**src/rtl/csr_unit_pkg.sv**
```systemverilog
// Shared CSR addresses, field positions and trap cause constants for csr_unit.
// The optional machine timer is enabled by defining CSR_TIMER_EN at compile time.
package csr_unit_pkg;

  localparam logic [11:0] CSR_MSTATUS   = 12'h300;
  localparam logic [11:0] CSR_MIE       = 12'h304;
  localparam logic [11:0] CSR_MTVEC     = 12'h305;
  localparam logic [11:0] CSR_MSCRATCH  = 12'h340;
  localparam logic [11:0] CSR_MEPC      = 12'h341;
  localparam logic [11:0] CSR_MCAUSE    = 12'h342;
  localparam logic [11:0] CSR_MIP       = 12'h344;
  localparam logic [11:0] CSR_MCYCLE    = 12'hB00;
  localparam logic [11:0] CSR_MCYCLEH   = 12'hB80;
  localparam logic [11:0] CSR_MTIME     = 12'h7C0;
  localparam logic [11:0] CSR_MTIMEH    = 12'h7C4;
  localparam logic [11:0] CSR_MTIMECMP  = 12'h7C1;
  localparam logic [11:0] CSR_MTIMECMPH = 12'h7C5;

  localparam int MSTATUS_MIE  = 3;
  localparam int MSTATUS_MPIE = 7;
  localparam int MIE_MTIE     = 7;
  localparam int MIE_MEIE     = 11;

  localparam logic [31:0] CAUSE_MEI = 32'h8000_000B;
  localparam logic [31:0] CAUSE_MTI = 32'h8000_0007;
  localparam logic [31:0] ADDR_MASK = 32'hFFFF_FFFC;

  typedef enum logic [1:0] {
    EVT_NONE = 2'd0,
    EVT_EXC  = 2'd1,
    EVT_IRQ  = 2'd2,
    EVT_MRET = 2'd3
  } trap_evt_e;

endpackage

```
**src/rtl/csr_counter64.sv**
```systemverilog
// 64-bit free-running counter with independently writable halves; a write
// replaces its half for that edge while the other half keeps counting.
module csr_counter64 (
  input  logic        clk,
  input  logic        rst,
  input  logic        we_lo,
  input  logic        we_hi,
  input  logic [31:0] wdata,
  output logic [63:0] value
);

  logic [63:0] cnt_q;
  logic [63:0] cnt_d;
  logic [63:0] inc_s;

  // increment with carry, then let a write override its half
  always_comb begin
    inc_s = cnt_q + 64'd1;
    cnt_d = inc_s;
    if (we_lo) begin
      cnt_d[31:0] = wdata;
    end else begin
      cnt_d[31:0] = inc_s[31:0];
    end
    if (we_hi) begin
      cnt_d[63:32] = wdata;
    end else begin
      cnt_d[63:32] = inc_s[63:32];
    end
  end

  // counter register
  always_ff @(posedge clk or posedge rst) begin
    if (rst) begin
      cnt_q <= 64'd0;
    end else begin
      cnt_q <= cnt_d;
    end
  end

  assign value = cnt_q;

endmodule

```
**src/rtl/csr_unit.sv**
```systemverilog
// Machine-mode CSR file and trap controller (exceptions, MEI/MTI, mret).
// Define CSR_TIMER_EN to add mtime/mtimecmp and the machine timer interrupt.
module csr_unit #(
  parameter logic [31:0] MTVEC_RESET = 32'h0000_0100
) (
  input  logic        clk,
  input  logic        rst,
  input  logic [11:0] csr_raddr,
  output logic [31:0] csr_rdata,
  output logic        csr_illegal,
  input  logic        csr_we,
  input  logic [11:0] csr_waddr,
  input  logic [31:0] csr_wdata,
  input  logic        commit_valid,
  input  logic [31:0] commit_pc,
  input  logic        exc_valid,
  input  logic [4:0]  exc_code,
  input  logic        mret,
  input  logic        ext_irq,
  output logic        trap_redirect,
  output logic [31:0] trap_target
);
  import csr_unit_pkg::*;

  logic        sync1_q, sync1_d, meip_q, meip_d;
  logic        mstatus_mie_q, mstatus_mie_d, mstatus_mpie_q, mstatus_mpie_d;
  logic        mie_meie_q, mie_meie_d;
  logic [31:0] mtvec_q, mtvec_d, mepc_q, mepc_d, mcause_q, mcause_d;
  logic [31:0] mscratch_q, mscratch_d;
  logic [63:0] mcycle_s;
  logic        mtip_s, mtie_s, irq_mei_s, irq_mti_s, wr_ok_s;
  logic [31:0] irq_cause_s;
  trap_evt_e   evt_s;

  // pick the single winning commit-point event
  always_comb begin
    irq_mei_s = mstatus_mie_q & mie_meie_q & meip_q;
    irq_mti_s = mstatus_mie_q & mtie_s & mtip_s;
    if (irq_mei_s) begin
      irq_cause_s = CAUSE_MEI;
    end else begin
      irq_cause_s = CAUSE_MTI;
    end
    if (!commit_valid) begin
      evt_s = EVT_NONE;
    end else if (exc_valid) begin
      evt_s = EVT_EXC;
    end else if (irq_mei_s || irq_mti_s) begin
      evt_s = EVT_IRQ;
    end else if (mret) begin
      evt_s = EVT_MRET;
    end else begin
      evt_s = EVT_NONE;
    end
  end

  // EX is flushed on any redirect, so its write must not land
  assign wr_ok_s       = csr_we & (evt_s == EVT_NONE);
  assign trap_redirect = (evt_s != EVT_NONE) & ~rst;
  assign trap_target   = (evt_s == EVT_MRET) ? mepc_q : mtvec_q;

  csr_counter64 u_mcycle (
    .clk   (clk),
    .rst   (rst),
    .we_lo (wr_ok_s & (csr_waddr == CSR_MCYCLE)),
    .we_hi (wr_ok_s & (csr_waddr == CSR_MCYCLEH)),
    .wdata (csr_wdata),
    .value (mcycle_s)
  );

`ifdef CSR_TIMER_EN
  logic [63:0] mtime_s, mtimecmp_q, mtimecmp_d;
  logic        mie_mtie_q, mie_mtie_d;

  csr_counter64 u_mtime (
    .clk   (clk),
    .rst   (rst),
    .we_lo (wr_ok_s & (csr_waddr == CSR_MTIME)),
    .we_hi (wr_ok_s & (csr_waddr == CSR_MTIMEH)),
    .wdata (csr_wdata),
    .value (mtime_s)
  );

  // timer compare and MTIE write decode
  always_comb begin
    mtimecmp_d = mtimecmp_q;
    mie_mtie_d = mie_mtie_q;
    if (wr_ok_s) begin
      case (csr_waddr)
        CSR_MTIMECMP:  mtimecmp_d[31:0]  = csr_wdata;
        CSR_MTIMECMPH: mtimecmp_d[63:32] = csr_wdata;
        CSR_MIE:       mie_mtie_d        = csr_wdata[MIE_MTIE];
        default:       mtimecmp_d        = mtimecmp_q;
      endcase
    end else begin
      mtimecmp_d = mtimecmp_q;
    end
  end

  // timer state registers
  always_ff @(posedge clk or posedge rst) begin
    if (rst) begin
      mtimecmp_q <= 64'hFFFF_FFFF_FFFF_FFFF;
      mie_mtie_q <= 1'b0;
    end else begin
      mtimecmp_q <= mtimecmp_d;
      mie_mtie_q <= mie_mtie_d;
    end
  end

  assign mtip_s = (mtime_s >= mtimecmp_q);
  assign mtie_s = mie_mtie_q;
`else
  assign mtip_s = 1'b0;
  assign mtie_s = 1'b0;
`endif

  // trap state update takes precedence; CSR writes only in event-free cycles
  always_comb begin
    sync1_d        = ext_irq;
    meip_d         = sync1_q;
    mstatus_mie_d  = mstatus_mie_q;
    mstatus_mpie_d = mstatus_mpie_q;
    mie_meie_d     = mie_meie_q;
    mtvec_d        = mtvec_q;
    mepc_d         = mepc_q;
    mcause_d       = mcause_q;
    mscratch_d     = mscratch_q;
    case (evt_s)
      EVT_EXC, EVT_IRQ: begin
        mepc_d = commit_pc & ADDR_MASK;
        if (evt_s == EVT_EXC) begin
          mcause_d = {27'd0, exc_code};
        end else begin
          mcause_d = irq_cause_s;
        end
        mstatus_mpie_d = mstatus_mie_q;
        mstatus_mie_d  = 1'b0;
      end
      EVT_MRET: begin
        mstatus_mie_d  = mstatus_mpie_q;
        mstatus_mpie_d = 1'b1;
      end
      default: begin
        if (csr_we) begin
          case (csr_waddr)
            CSR_MSTATUS: begin
              mstatus_mie_d  = csr_wdata[MSTATUS_MIE];
              mstatus_mpie_d = csr_wdata[MSTATUS_MPIE];
            end
            CSR_MIE:      mie_meie_d = csr_wdata[MIE_MEIE];
            CSR_MTVEC:    mtvec_d    = csr_wdata & ADDR_MASK;
            CSR_MSCRATCH: mscratch_d = csr_wdata;
            CSR_MEPC:     mepc_d     = csr_wdata & ADDR_MASK;
            CSR_MCAUSE:   mcause_d   = csr_wdata;
            default:      mscratch_d = mscratch_q;
          endcase
        end else begin
          mscratch_d = mscratch_q;
        end
      end
    endcase
  end

  // trap state and synchronizer registers
  always_ff @(posedge clk or posedge rst) begin
    if (rst) begin
      sync1_q        <= 1'b0;
      meip_q         <= 1'b0;
      mstatus_mie_q  <= 1'b0;
      mstatus_mpie_q <= 1'b0;
      mie_meie_q     <= 1'b0;
      mtvec_q        <= MTVEC_RESET & ADDR_MASK;
      mepc_q         <= 32'd0;
      mcause_q       <= 32'd0;
      mscratch_q     <= 32'd0;
    end else begin
      sync1_q        <= sync1_d;
      meip_q         <= meip_d;
      mstatus_mie_q  <= mstatus_mie_d;
      mstatus_mpie_q <= mstatus_mpie_d;
      mie_meie_q     <= mie_meie_d;
      mtvec_q        <= mtvec_d;
      mepc_q         <= mepc_d;
      mcause_q       <= mcause_d;
      mscratch_q     <= mscratch_d;
    end
  end

  // registered-value read mux
  always_comb begin
    csr_rdata   = 32'd0;
    csr_illegal = 1'b0;
    case (csr_raddr)
      CSR_MSTATUS:   csr_rdata = {19'd0, 2'b11, 3'd0, mstatus_mpie_q, 3'd0, mstatus_mie_q, 3'd0};
      CSR_MIE:       csr_rdata = {20'd0, mie_meie_q, 3'd0, mtie_s, 7'd0};
      CSR_MTVEC:     csr_rdata = mtvec_q;
      CSR_MSCRATCH:  csr_rdata = mscratch_q;
      CSR_MEPC:      csr_rdata = mepc_q;
      CSR_MCAUSE:    csr_rdata = mcause_q;
      CSR_MIP:       csr_rdata = {20'd0, meip_q, 3'd0, mtip_s, 7'd0};
      CSR_MCYCLE:    csr_rdata = mcycle_s[31:0];
      CSR_MCYCLEH:   csr_rdata = mcycle_s[63:32];
`ifdef CSR_TIMER_EN
      CSR_MTIME:     csr_rdata = mtime_s[31:0];
      CSR_MTIMEH:    csr_rdata = mtime_s[63:32];
      CSR_MTIMECMP:  csr_rdata = mtimecmp_q[31:0];
      CSR_MTIMECMPH: csr_rdata = mtimecmp_q[63:32];
`endif
      default: begin
        csr_rdata   = 32'd0;
        csr_illegal = 1'b1;
      end
    endcase
  end

endmodule

```
**config.mk**
```make
export PLATFORM = sky130hd
export DESIGN_NAME = csr_unit
export DESIGN_NICKNAME = d
export VERILOG_FILES = /design/src/rtl/csr_unit_pkg.sv /design/src/rtl/csr_counter64.sv /design/src/rtl/csr_unit.sv
export SDC_FILE = /design/constraint.sdc
export NUM_CORES = 1
export LEC_CHECK = 0
export ABC_AREA = 0
export CAP_MARGIN = 20
export CORE_UTILIZATION = 48
export CTS_BUF_LIST = sky130_fd_sc_hd__clkbuf_4 sky130_fd_sc_hd__clkbuf_8 sky130_fd_sc_hd__clkbuf_16
export DETAILED_ROUTE_END_ITERATION = 7
export PLACE_DENSITY = 0.72
export SLEW_MARGIN = 20
export SYNTH_ARGS = -nofsm -noshare
export SYNTH_HDL_FRONTEND = slang
export SYNTH_SLANG_ARGS = --single-unit
```
**constraint.sdc**
```tcl
create_clock -name clk -period 7.63 [get_ports clk]
set_input_delay 1.526 -clock clk [delete_from_list [all_inputs] [get_ports clk]]
set_output_delay 1.526 -clock clk [all_outputs]
set_load 0.02 [all_outputs]
```
After elaboration in Yosys (flattened, before gate mapping)
Index checks and enable logic that the tools add are counted.
{"block": "op_classes", "addsub": 1, "n_mul": 0, "n_div": 0, "n_lt_le_gt_ge": 0, "eq_ne": 20, "n_shift": 0, "muxes": 23, "bitwise": 9, "n_reduce_logical": 16}
{"operator": "case mux 32 bit (9 select lines)", "n": 1}
{"operator": "2-to-1 mux 32 bit", "n": 8}
{"operator": "== test 12 x 10 -> 1 bit, second input constant", "n": 13}
{"operator": "case mux 32 bit (2 select lines)", "n": 2}
{"operator": "adder 64 x 1 -> 64 bit, second input constant", "n": 1}
{"operator": "== test 12 bit, second input constant", "n": 4}
{"operator": "AND reduction 3 bit", "n": 5}
{"operator": "OR reduction 9 bit", "n": 1}
{"operator": "2-to-1 mux 2 bit", "n": 4}
{"operator": "nonzero test 2 bit", "n": 4}
{"operator": "AND 1 bit", "n": 6}
{"operator": "nonzero test 3 bit", "n": 2}
{"operator": "2-to-1 mux 1 bit", "n": 5}
{"operator": "== test 2 bit, second input constant", "n": 2}
{"operator": "2-to-1 mux 4 bit", "n": 1}
{"operator": "case mux 1 bit (2 select lines)", "n": 2}
{"operator": "inverter 1 bit", "n": 3}
{"operator": "OR reduction 3 bit", "n": 1}
{"operator": "== test 2 x 1 -> 1 bit, second input constant", "n": 1}
{"operator": "logical NOT 2 bit", "n": 1}
{"operator": "AND reduction 2 bit", "n": 1}
{"operator": "OR reduction 2 bit", "n": 1}
{"block": "totals", "regBits": 195, "latch_bits": 0, "ramBits": 0, "mem_bits_ro": 0, "in_bits": 100, "out_inout_bits": 66, "wordCells": 79, "memories": 0}

Depth between registers and ports, before layout
Gate-level depths: netlist of run 1.
{"block": "logic_depth", "ltp_word": 9, "mapped_depth": 11, "depth_no_buf": 9}

Cells and area by module
From an unflattened synthesis of run 1, not the netlist that was laid out.
{"block": "unflattened", "hier_cells": 1110, "hier_area_um2": 11374.7}
{"module": "csr_unit", "n_inst": 1, "cells_per_inst": 640, "area_each_um2": 7360.8, "seq_area_each_um2": 3229.3}
{"module": "csr_counter64", "n_inst": 1, "cells_per_inst": 470, "area_each_um2": 4013.8, "seq_area_each_um2": 1601.5}

Least setup slack after synthesis of run 1
OpenSTA, ideal clock, no wires.
{"block": "synth_path", "path_type": "input port to output port", "from": "input mret", "to": "output trap_target[10]", "arrival_time_ns": 3.211, "t_required_ns": 6.104, "path_slack_ns": 2.893, "stages": 7, "n_path_buf": 2, "path_cell_list": "a31oi_1 > or3b_2 > inv_1 > ha_1 > clkbuf_1 > clkbuf_1 > mux2_2"}
{"block": "synth_via", "elab_chain_cells": 6}
{"element": "start: declaration", "line": "csr_unit.sv:18", "rtl": "input logic mret,"}
{"element": "2-to-1 mux 2 bit", "line": "csr_unit.sv:50", "rtl": "end else if (mret) begin"}
{"element": "2-to-1 mux 2 bit", "line": "csr_unit.sv:48", "rtl": "end else if (irq_mei_s || irq_mti_s) begin"}
{"element": "2-to-1 mux 2 bit", "line": "csr_unit.sv:46", "rtl": "end else if (exc_valid) begin"}
{"element": "2-to-1 mux 2 bit", "line": "csr_unit.sv:44", "rtl": "if (!commit_valid) begin"}
{"element": "== test 2 bit", "line": "csr_unit.sv:60", "rtl": "assign trap_target = (evt_s == EVT_MRET) ? mepc_q : mtvec_q;"}
{"element": "2-to-1 mux 32 bit", "line": "csr_unit.sv:60"}
{"element": "end: declaration", "line": "csr_unit.sv:21", "rtl": "output logic [31:0] trap_target"}
Every way passes these cells.

Worst setup path after layout of run 1
{"block": "layout_path", "from": "input csr_raddr[6]", "to": "output csr_rdata[11]"}
{"block": "layout_via", "elab_chain_cells": 2, "word_cells_on_any_way": 10, "classes_between": "eq/ne (9); mux (1)"}
{"element": "start: declaration", "line": "csr_unit.sv:8", "rtl": "input logic [11:0] csr_raddr,"}
{"element": "== test 12 bit / == test 12 x 10 -> 1 bit (equally long branches)", "line": "csr_unit.sv:194", "rtl": "case (csr_raddr)"}
{"element": "case mux 32 bit (9 select lines) (*)", "line": "csr_unit.sv:194"}
{"element": "end: declaration", "line": "csr_unit.sv:9", "rtl": "output logic [31:0] csr_rdata,"}
Every way passes the cells marked *; elsewhere a longest branch is shown, timed or not.

==> flow_metrics.env, run 1 <==
export IMPL_overflow=0
export IMPL_ys_ff_latch=193
export IMPL_finalCritPeriodShare_pct=80.5
export IMPL_first_pass_iters=7
export IMPL_rrSetupSlack_ns=4.18
export IMPL_synth_ff_type="dfrtp_1"
export IMPL_synthArstFlopShare_pct=100
export IMPL_initial_core_util_pct=48.9
export IMPL_cts_hold_buf=0
export IMPL_ios=166
export IMPL_tightestPinTransition_ns=1.01
export IMPL_finalSetupViolations=0
export IMPL_power_mw=2.46
export IMPL_path_buf_inv=4
export IMPL_die_w_um=151
export IMPL_clockBufferDepth=2
export IMPL_cpMaxStageDelayCell="clkdlybuf4s50_1"
export IMPL_drc_errors=0
export IMPL_syn_inst=1029
export IMPL_grtUsageTotal_pct=26.4
export IMPL_antenna_found_initial=0
export IMPL_max_freq_mhz=163
export IMPL_ctsRootBufferMaster="clkbuf_16"
export IMPL_via_per_inst=5.94
export IMPL_timing_rr_end="mepc_q[15]"
export IMPL_utilization_pct=60.4
export IMPL_ff2ff_path_depth=7
export IMPL_wirelength_mm=28.8
export IMPL_num_nets_final=1268
export IMPL_drtIter0Drc=795
export IMPL_yosysSeqAreaShare_pct=45.4
export IMPL_cp_cell_sequence="clkdlybuf4s50_1 > nor4_2 > buf_4 > nand2_1 > nor4_4 > buf_4 > nand2_1 > o2111ai_1 > a221o_1 > clkdlybuf4s50_1"
export IMPL_leakage_nw=5.58
export IMPL_drive_gt1_share_pct=20.1
export IMPL_avgRoutedWirePerCell_um=19.8
export IMPL_die_y_um=151
export IMPL_required_ns=6.10
export IMPL_cts_buffers=17
export IMPL_whs_endpoint="meip_q"
export IMPL_cts_tree="built"
export IMPL_rsz0062_at_grt="no"
export IMPL_worstHoldPathCells=0
export IMPL_num_rows=54
export IMPL_hold_slack_ns=0.370
export IMPL_power_density_mw_per_mm2=187
export IMPL_max_stage_delay_ns=0.61
export IMPL_max_slew_margin_pct=32.8
export IMPL_route_antenna_remaining_nets=0
export IMPL_min_path_type="flop to flop"
export IMPL_grt_start_max_net_pins=106
export IMPL_drv_slew=0
export IMPL_cts_resized_gates=0
export IMPL_io_buffers=161
export IMPL_synth_edf_count=0
export IMPL_cts_setup_buffers=0
export IMPL_cp_top_family="buffers and inverters"
export IMPL_cp_start_kind="input pin"
export IMPL_via_count=8655
export IMPL_grt_pass1_wl_mm=46.2
export IMPL_setup_tns_ns=0
export IMPL_cp_arrival_ns=4.62
export IMPL_area_delta_synth_final_pct=23.5
export IMPL_worst_ir_drop_vdd_mv=0.166
export IMPL_yosys_warnings=0
export IMPL_gp_congestion=0.900
export IMPL_core_area_mm2=0.0218
export IMPL_worstSkewPairLatency_ns=0.44
export IMPL_reg2reg_from="mstatus_mie_q"
export IMPL_final_cell_area_mm2=0.0131
export IMPL_clock_sinks=193
export IMPL_syn_avg_cell_area_um2=10.3
export IMPL_die_area_mm2=0.0228
export IMPL_crit_type="input pin to output pin"
export IMPL_synth_area_mm2=0.0106
export IMPL_grt_pass1_vias=8529
export IMPL_maxCapViolCount=0
export IMPL_htreeDepth=4
export IMPL_place_area_mm2=0.0125
export IMPL_dpl_hpwl_mm=19.4
export IMPL_finalHoldViolCount=0
export IMPL_period_minus_slack_ns=6.14
export IMPL_skew_ns=0.00937
export IMPL_end_kind="output pin"
export IMPL_ys_types=46
export IMPL_min_from="meip_d"
export IMPL_cp_max_fo=31
export IMPL_clk_pin_slew_ns=0.07
export IMPL_num_antenna_cells=0
export IMPL_outcome="finished, final reports clean"
power breakdown:
| group | leakage, nW | internal [mW] | switching [mW] | total (mW) |
|---|---|---|---|---|
| sequential | 2.56 | 1.12 | 0.0781 | 1.20 |
| clock | 0.298 | 0.566 | 0.393 | 0.959 |
| combinational | 2.73 | 0.165 | 0.135 | 0.300 |
worst max path at each step:
stage	from	end	slack, ns	cells past startpoint
6_report	csr_raddr[6]	csr_rdata[11]	1.49	10
2_1_floorplan	rst	mcause_q[0]	0.85	1
3_5_place_dp	csr_raddr[6]	csr_rdata[11]	1.52	10
5_1_grt	csr_raddr[6]	csr_rdata[11]	1.33	10
4_1_cts	csr_raddr[6]	csr_rdata[11]	1.51	10
3_3_place_gp	csr_raddr[6]	csr_rdata[11]	1.56	10
routing by layer:
metal  vias up  global-route usage, %  part of all wire (%)
li1       4017                      -                     -
met3        34                   4.49                   6.9
met2       348                   41.9                    47
met4         0                   7.35                   1.5
met1      4256                   37.1                    45
met5         -                      0                     0
cells in the mapped netlist (all sizes together), types with 2 or more instances:
| library cell | count | share of area [%] |
|---|---|---|
| a221oi | 2 | 0.16 |
| nor2 | 120 | 4.2 |
| buf | 25 | 1.3 |
| nand2b | 7 | 0.41 |
| xnor2 | 42 | 3.5 |
| nor4b | 2 | 0.28 |
| ha | 4 | 0.47 |
| a221o | 31 | 2.9 |
| a21o | 27 | 1.9 |
| dfrtp | 192 | 45 |
| o21ai | 4 | 0.19 |
| and3 | 7 | 0.41 |
| nand4 | 22 | 1.3 |
| clkbuf | 39 | 1.4 |
| inv | 13 | 0.46 |
| and4bb | 2 | 0.24 |
| and2 | 2 | 0.12 |
| nor2b | 27 | 1.6 |
| a22oi | 32 | 2.3 |
| a21oi | 72 | 3.4 |
| mux2 | 160 | 17 |
| nand3 | 44 | 2.1 |
| and4 | 3 | 0.25 |
| nor3 | 26 | 1.4 |
| nor4 | 17 | 1.4 |
| xor2 | 20 | 1.6 |
| a222oi | 14 | 1.3 |
| a31oi | 6 | 0.35 |
| nand2 | 57 | 2.0 |
cell type report:
class / count / area [um^2]
multi-input cells: 760 / 5530
repair buffers: 179 / 1750
flip-flops and latches: 193 / 4830
clock inverters: 10 / 164
fillers: 1840 / 8620
inverters: 13 / 53.8
clock buffers: 22 / 463
well taps: 280 / 350
per-stage QoR:
| stage | worst slack (ns) | std cells |
|---|---|---|
| floorplan | 0.850 | 1030 |
| global placement | 1.56 | 1425 |
| detailed placement | 1.52 | 1425 |
| CTS | 1.51 | 1457 |
| global route | 1.33 | 1457 |
| finish | 1.49 | 1457 |
state kept, by name (all words and copies together) (netlist names):
name            count
meip_q              1
mie_meie_q          1
mscratch_q         32
mstatus_mpie_q      1
mstatus_mie_q       1
mcause_q           32
meip_d              1
mepc_q             30
mtvec_q            30
u_mcycle.value     64
cells by family (layout without fill, tap and decap cells):
| kind of cell | after synthesis | after routing | share of synthesized area (%) |
|---|---|---|---|
| AO/OA/AOI/OAI | 190 | 190 | 12.7 |
| XOR/XNOR | 62 | 62 | 5.11 |
| adder cells (fa/ha/maj) | 4 | 4 | 0.471 |
| buffers and inverters | 77 | 224 | 3.15 |
| flip-flops | 193 | 193 | 45.4 |
| multiplexers | 160 | 160 | 16.9 |
| other | 1 | 2 | 0.0353 |
| AND/OR/NAND/NOR | 342 | 342 | 16.2 |
placed cells by master, fill, tap and decap left out, types with 2 or more instances in the layout:
cell type        netlist  layout
nor4_2                 7       7
xor2_1                20      20
clkbuf_16              0      17
o21ai_0                4       4
nor2b_1               27      27
and4bb_2               2       2
a22oi_1               32      32
nor3_2                 1       2
a21oi_1               72      72
nor3_1                24      23
nand3_1               43      43
dfrtp_1              192     192
buf_4                  6      18
nor2_2                 0       3
nand4_1               22      22
a31oi_1                6       6
xnor2_1               42      42
nand2_1               56      55
conb_1                 1       2
a21o_1                27      27
bufinv_16              0       4
mux2_2               158     158
a221o_1               31      31
clkdlybuf4s50_1        0     161
clkbuf_4               0       5
a222oi_1              14      14
nor4_4                 0       2
clkinvlp_4             0       4
nor4b_2                2       2
nor4_1                10       8
a221oi_1               2       2
nor2_1               120     117
and4_1                 3       3
and3_1                 7       7
ha_1                   4       2
nand2b_1               7       6
mux2_1                 2       2
inv_1                 13      12
and2_1                 2       2
ha_2                   0       2
No activity file was read; power rests on OpenSTA's default activity.
==> inputs of run 2 (changes only) <==
==> constraint.sdc (replaced) <==
create_clock -name clk -period 6.3 [get_ports clk]
set_input_delay 1.26 -clock clk [delete_from_list [all_inputs] [get_ports clk]]
set_output_delay 1.26 -clock clk [all_outputs]
set_load 0.02 [all_outputs]
==> run 2 against run 1 <==
Count of clock-buffer cells in the layout decreased by 2. First-iteration DRC count down 9.4%. Highest routed layer unchanged. Largest cell class unchanged. Die area is the same. Global-route usage is 0.20 points higher. Clock skew grew 0.0027 ns. Setup slack worse by 0.73 ns. Largest power group unchanged. Final cell count grew 0.14%. Critical path type unchanged. Sequential share of layout area is 0.11 points lower.
==> flow_metrics.env, run 2 (synthesized netlist as in run 1, its figures left out) <==
export IMPL_grt_pass1_wl_mm=46.4
export IMPL_die_area_mm2=0.0228
export IMPL_largest_reg_flops=64
export IMPL_ios=166
export IMPL_antenna_found_initial=0
export IMPL_grt_pass1_vias=8719
export IMPL_cts_resized_gates=0
export IMPL_outcome="finished, final reports clean"
export IMPL_finalCritPeriodShare_pct=88.0
export IMPL_num_nets_final=1270
export IMPL_cp_cell_sequence="clkdlybuf4s50_1 > or3b_2 > inv_1 > ha_2 > mux2_2 > clkdlybuf4s50_1"
export IMPL_grt_use_met1_pct=36.6
export IMPL_wirelength_mm=29.2
export IMPL_initial_core_util_pct=48.9
export IMPL_htreeDepth=4
export IMPL_leakage_nw=5.60
export IMPL_route_antenna_remaining_nets=0
export IMPL_crit_type="input pin to output pin"
export IMPL_cp_start_kind="input pin"
export IMPL_clockBufferDepth=2
export IMPL_grt_busiest_layer="met2"
export IMPL_rsz0062_at_grt="no"
export IMPL_layout_commonest_cell="dfrtp_1"
export IMPL_cts_hold_buf=0
export IMPL_drv_slew=0
export IMPL_period_minus_slack_ns=5.54
export IMPL_end_kind="output pin"
export IMPL_skew_ns=0.0121
export IMPL_clock_sinks=193
export IMPL_power_density_mw_per_mm2=221
export IMPL_power_mw=2.92
export IMPL_cp_max_fo=35
export IMPL_grt_start_max_net_pins=194
export IMPL_worstSkewPairLatency_ns=0.44
export IMPL_clk_pin_slew_ns=0.06
export IMPL_drc_errors=0
export IMPL_via_per_inst=5.98
export IMPL_num_rows=54
export IMPL_core_area_mm2=0.0218
export IMPL_cpMaxStageDelayCell="ha_2"
export IMPL_grt_use_met2_pct=42.6
export IMPL_cts_buffers=17
export IMPL_max_stage_delay_ns=0.88
export IMPL_hold_slack_ns=0.355
export IMPL_min_from="meip_d"
export IMPL_tightestPinTransition_ns=1.05
export IMPL_globalRouteMet3Util_pct=4.43
export IMPL_first_pass_iters=6
export IMPL_rrSetupSlack_ns=2.77
export IMPL_worst_ir_drop_vdd_mv=0.149
export IMPL_cts_tree="built"
export IMPL_max_slew_margin_pct=29.8
export IMPL_setup_tns_ns=0
export IMPL_final_cell_mix="192 x dfrtp_1, 161 x clkdlybuf4s50_1, 158 x mux2_2"
export IMPL_cp_arrival_ns=4.28
export IMPL_die_w_um=151
export IMPL_gp_congestion=0.908
export IMPL_die_y_um=151
export IMPL_via_count=8724
export IMPL_finalSetupViolations=0
export IMPL_io_buffers=161
export IMPL_dpl_hpwl_mm=19.6
export IMPL_drtIter0Drc=720
export IMPL_crit_top_cell="clkdlybuf4s50_1"
export IMPL_cts_setup_buffers=0
export IMPL_required_ns=5.04
export IMPL_crit_start="commit_valid"
export IMPL_worstHoldPathCells=0
export IMPL_maxCapViolCount=0
export IMPL_area_delta_synth_final_pct=23.9
export IMPL_finalHoldViolCount=0
export IMPL_grtUsageTotal_pct=26.6
export IMPL_ff2ff_path_depth=7
export IMPL_reg2reg_from="mstatus_mie_q"
export IMPL_overflow=0
export IMPL_drive_gt1_share_pct=20.3
export IMPL_num_antenna_cells=0
export IMPL_avgRoutedWirePerCell_um=20.0
export IMPL_max_freq_mhz=180
export IMPL_min_path_type="flop to flop"
export IMPL_ctsRootBufferMaster="clkbuf_16"
-- run 2: cell count changes in the layout (fill, tap and decap cells not counted) --
cell        change
bufinv_16       -2
buf_16          +1
clkbuf_4        -4
buf_12          +3
clkinvlp_4      -1
clkinv_2        +2
clkinv_4        +3
clkbuf_8        +2
buf_4           -2
-- run 2: per-stage QoR --
stage | setup slack (ns) | util, % | cell area, um^2 | cells
floorplan | 2.10 | - | 10600 | 1030
global placement | 0.782 | 57.7 | 12600 | 1426
detailed placement | 0.767 | 57.7 | 12600 | 1426
CTS | 0.746 | 60.4 | 13100 | 1458
global route | 0.639 | 60.6 | 13200 | 1459
finish | 0.756 | 60.6 | 13200 | 1459
-- run 2: report_power, final --
part | leakage, nW | switching (mW) | internal, mW
clock network | 0.290 | 0.488 | 0.612
registers | 2.56 | 0.0938 | 1.35
logic | 2.75 | 0.166 | 0.204
total | 5.60 | 0.747 | 2.17
-- run 2: path summary, 6_finish.rpt --
check                                  endpoint
worst min register to register           meip_q
worst max register to register       mepc_q[19]
worst min-delay path                     meip_q
max in group asynchronous             mepc_q[7]
min in group asynchronous            mepc_q[30]
worst max-delay path            trap_target[10]
-- run 2: cell type report --
cell class	count	area, um^2
Inverter	13	52.6
Tap cell	280	350
Clock buffer	20	460
Timing Repair Buffer	181	1820
Clock inverter	12	134
Sequential cell	193	4830
Multi-Input combinational cell	760	5530
Fill cell	1832	8580
-- run 2: routing by layer --
metal  part of all wire (%)  routed length [um]  vias to the layer above
li1                       -                   -                     4026
met1                     46               13300                     4345
met2                     47               13600                      310
met3                    6.0                1750                       43
met4                    1.9                 543                        0
met5                      0                   0                        -
-- run 2: worst max-delay path: cells and delay by family --
family	cells	cell delay [ns]
adder cells (fa/ha/maj)	1	0.88
buffers and inverters	3	1.18
AND/OR/NAND/NOR	1	0.51
multiplexers	1	0.43
==> inputs of run 3 (changes only) <==
==> constraint.sdc (replaced) <==
create_clock -name clk -period 7 [get_ports clk]
set_input_delay 1.4 -clock clk [delete_from_list [all_inputs] [get_ports clk]]
set_output_delay 1.4 -clock clk [all_outputs]
set_load 0.01 [all_outputs]
==> run 3 against run 2 <==
Combinational power shrank 12%. Utilization shrank 0.35 points. Flip-flop and latch count is the same. Clock power shrank 15%. Setup slack gained 0.39 ns. Die area is the same. Via count shrank 0.56%. Sequential share of layout area grew 0.21 points.
==> flow_metrics.env, run 3 (synthesized netlist as in run 1, its figures left out) <==
export IMPL_reg2reg_from="mstatus_mie_q"
export IMPL_grt_busiest_layer="met2"
export IMPL_whs_endpoint="meip_q"
export IMPL_max_stage_delay_ns=0.55
export IMPL_cp_max_fo=31
export IMPL_fin_cells=1455
export IMPL_via_count=8675
export IMPL_power_density_mw_per_mm2=196
export IMPL_grtUsageTotal_pct=26.1
export IMPL_first_pass_iters=5
export IMPL_clk_pin_slew_ns=0.07
export IMPL_drtIter0Drc=693
export IMPL_dpl_hpwl_mm=19.3
export IMPL_outcome="finished, final reports clean"
export IMPL_wirelength_mm=28.9
export IMPL_grt_use_met1_pct=36.6
export IMPL_final_cell_mix="192 x dfrtp_1, 161 x clkdlybuf4s50_1, 158 x mux2_2"
export IMPL_ff2ff_path_depth=7
export IMPL_num_rows=54
export IMPL_die_y_um=151
export IMPL_cp_cell_sequence="clkdlybuf4s50_1 > nor4_2 > buf_4 > nand2_1 > nor4_4 > buf_4 > nand2_1 > o2111ai_1 > a221o_1 > clkdlybuf4s50_1"
export IMPL_setup_tns_ns=0
export IMPL_finalSetupViolations=0
export IMPL_tightestPinTransition_ns=0.971
export IMPL_core_area_mm2=0.0218
export IMPL_worstHoldPathCells=0
export IMPL_grt_use_met2_pct=41.9
export IMPL_clock_power_share_pct=36.4
export IMPL_gp_congestion=0.911
export IMPL_via_per_inst=5.96
export IMPL_cts_tree="built"
export IMPL_leakage_nw=5.57
export IMPL_io_buffers=161
export IMPL_area_delta_synth_final_pct=23.2
export IMPL_place_inst=1425
export IMPL_cpMaxStageDelayCell="clkdlybuf4s50_1"
export IMPL_finalCritPeriodShare_pct=83.6
export IMPL_cts_resized_gates=0
export IMPL_path_buf_inv=4
export IMPL_drive_gt1_share_pct=20.0
export IMPL_cts_hold_buf=0
export IMPL_p_sw_mw=0.648
export IMPL_htreeDepth=4
export IMPL_drv_slew=0
export IMPL_max_freq_mhz=171
export IMPL_max_slew_margin_pct=35.3
export IMPL_route_antenna_remaining_nets=0
export IMPL_ios=166
export IMPL_grt_pass1_wl_mm=45.7
export IMPL_maxCapViolCount=0
export IMPL_clockBufferDepth=2
export IMPL_timing_rr_end="mcause_q[19]"
export IMPL_end_kind="output pin"
export IMPL_grt_pass1_vias=8474
export IMPL_die_area_mm2=0.0228
export IMPL_finalHoldViolCount=0
export IMPL_initial_core_util_pct=48.9
export IMPL_worst_ir_drop_vdd_mv=0.154
export IMPL_p_comb_share_pct=12.7
export IMPL_cp_start_kind="input pin"
export IMPL_pre_cts_ws_ns=1.23
export IMPL_min_path_type="flop to flop"
export IMPL_p_int_mw=1.91
export IMPL_drc_errors=0
export IMPL_overflow=0
export IMPL_clock_sinks=193
export IMPL_cp_top_family="buffers and inverters"
export IMPL_num_nets_final=1269
export IMPL_required_ns=5.60
export IMPL_rrSetupSlack_ns=3.54
export IMPL_switching_share_pct=25.3
export IMPL_crit_type="input pin to output pin"
export IMPL_min_from="meip_d"
export IMPL_power_frac_seq_pct=50.9
export IMPL_globalRouteMet3Util_pct=3.52
export IMPL_layout_commonest_cell="dfrtp_1"
export IMPL_avgRoutedWirePerCell_um=19.8
export IMPL_worstSkewPairLatency_ns=0.43
export IMPL_rsz0062_at_grt="no"
export IMPL_ctsRootBufferMaster="clkbuf_16"
export IMPL_cts_buffers=17
export IMPL_largest_reg_flops=64
export IMPL_cts_setup_buffers=0
export IMPL_period_minus_slack_ns=5.85
export IMPL_num_antenna_cells=0
export IMPL_layout_setup_ws_ns=1.15
export IMPL_antenna_found_initial=0
export IMPL_die_w_um=151
export IMPL_skew_ns=0.00949
export IMPL_grt_start_max_net_pins=194
export IMPL_cp_arrival_ns=4.45
[run 3: cell count changes in the layout (fill, tap and decap cells not counted)]
cell | before | now
buf_4 | 16 | 17
clkinv_2 | 3 | 2
bufinv_16 | 2 | 1
clkinv_4 | 4 | 1
clkinvlp_4 | 3 | 2
inv_6 | 1 | 3
clkbuf_4 | 1 | 2
buf_12 | 3 | 1
[run 3: layer usage]
| metal | vias to the layer above | part of all wire (%) |
|---|---|---|
| li1 | 4018 | - |
| met3 | 36 | 5.8 |
| met2 | 318 | 46 |
| met1 | 4303 | 46 |
| met5 | - | 0 |
| met4 | 0 | 1.6 |
[run 3: worst reg2reg max path: stages (launching register included)]
cell	delay [ns]
dfrtp_1	0.45
a31oi_1	0.11
or3b_2	0.49
ha_2	0.71
a31oi_1	0.11
nor2_2	0.64
buf_4	0.43
mux2_2	0.42
[run 3: through the flow]
stage | area [um^2] | util [%] | power (mW) | hold slack (ns)
floorplan | 10600 | - | 1.50 | 0.331
global placement | 12500 | 57.6 | 1.63 | 0.335
detailed placement | 12500 | 57.6 | 1.65 | 0.352
CTS | 13100 | 60.1 | 2.57 | 0.348
global route | 13100 | 60.2 | 2.67 | 0.350
finish | 13100 | 60.2 | 2.56 | 0.346
[run 3: cell type report]
class	count	area [um^2]
Inverter	13	53.8
Sequential cell	193	4830
Timing Repair Buffer	180	1790
Tap cell	280	350
Multi-Input combinational cell	760	5530
Clock buffer	21	468
Fill cell	1871	8650
Clock inverter	8	81.3
[run 3: how the worst max path moves through the flow]
stage / cells after the start / start / end
floorplan: 1 / rst / mcause_q[0]
global placement: 10 / csr_raddr[6] / csr_rdata[11]
detailed placement: 10 / csr_raddr[6] / csr_rdata[11]
CTS: 10 / csr_raddr[6] / csr_rdata[11]
global route: 10 / csr_raddr[6] / csr_rdata[11]
finish: 10 / csr_raddr[6] / csr_rdata[11]
[run 3: power by group through the flow]
| stage | clock, mW | sequential, mW | combinational (mW) |
|---|---|---|---|
| floorplan | 0 | 1.30 | 0.204 |
| detailed placement | 0 | 1.32 | 0.324 |
| global placement | 0 | 1.32 | 0.317 |
| CTS | 0.943 | 1.30 | 0.326 |
| finish | 0.933 | 1.30 | 0.325 |
| global route | 0.991 | 1.32 | 0.355 |
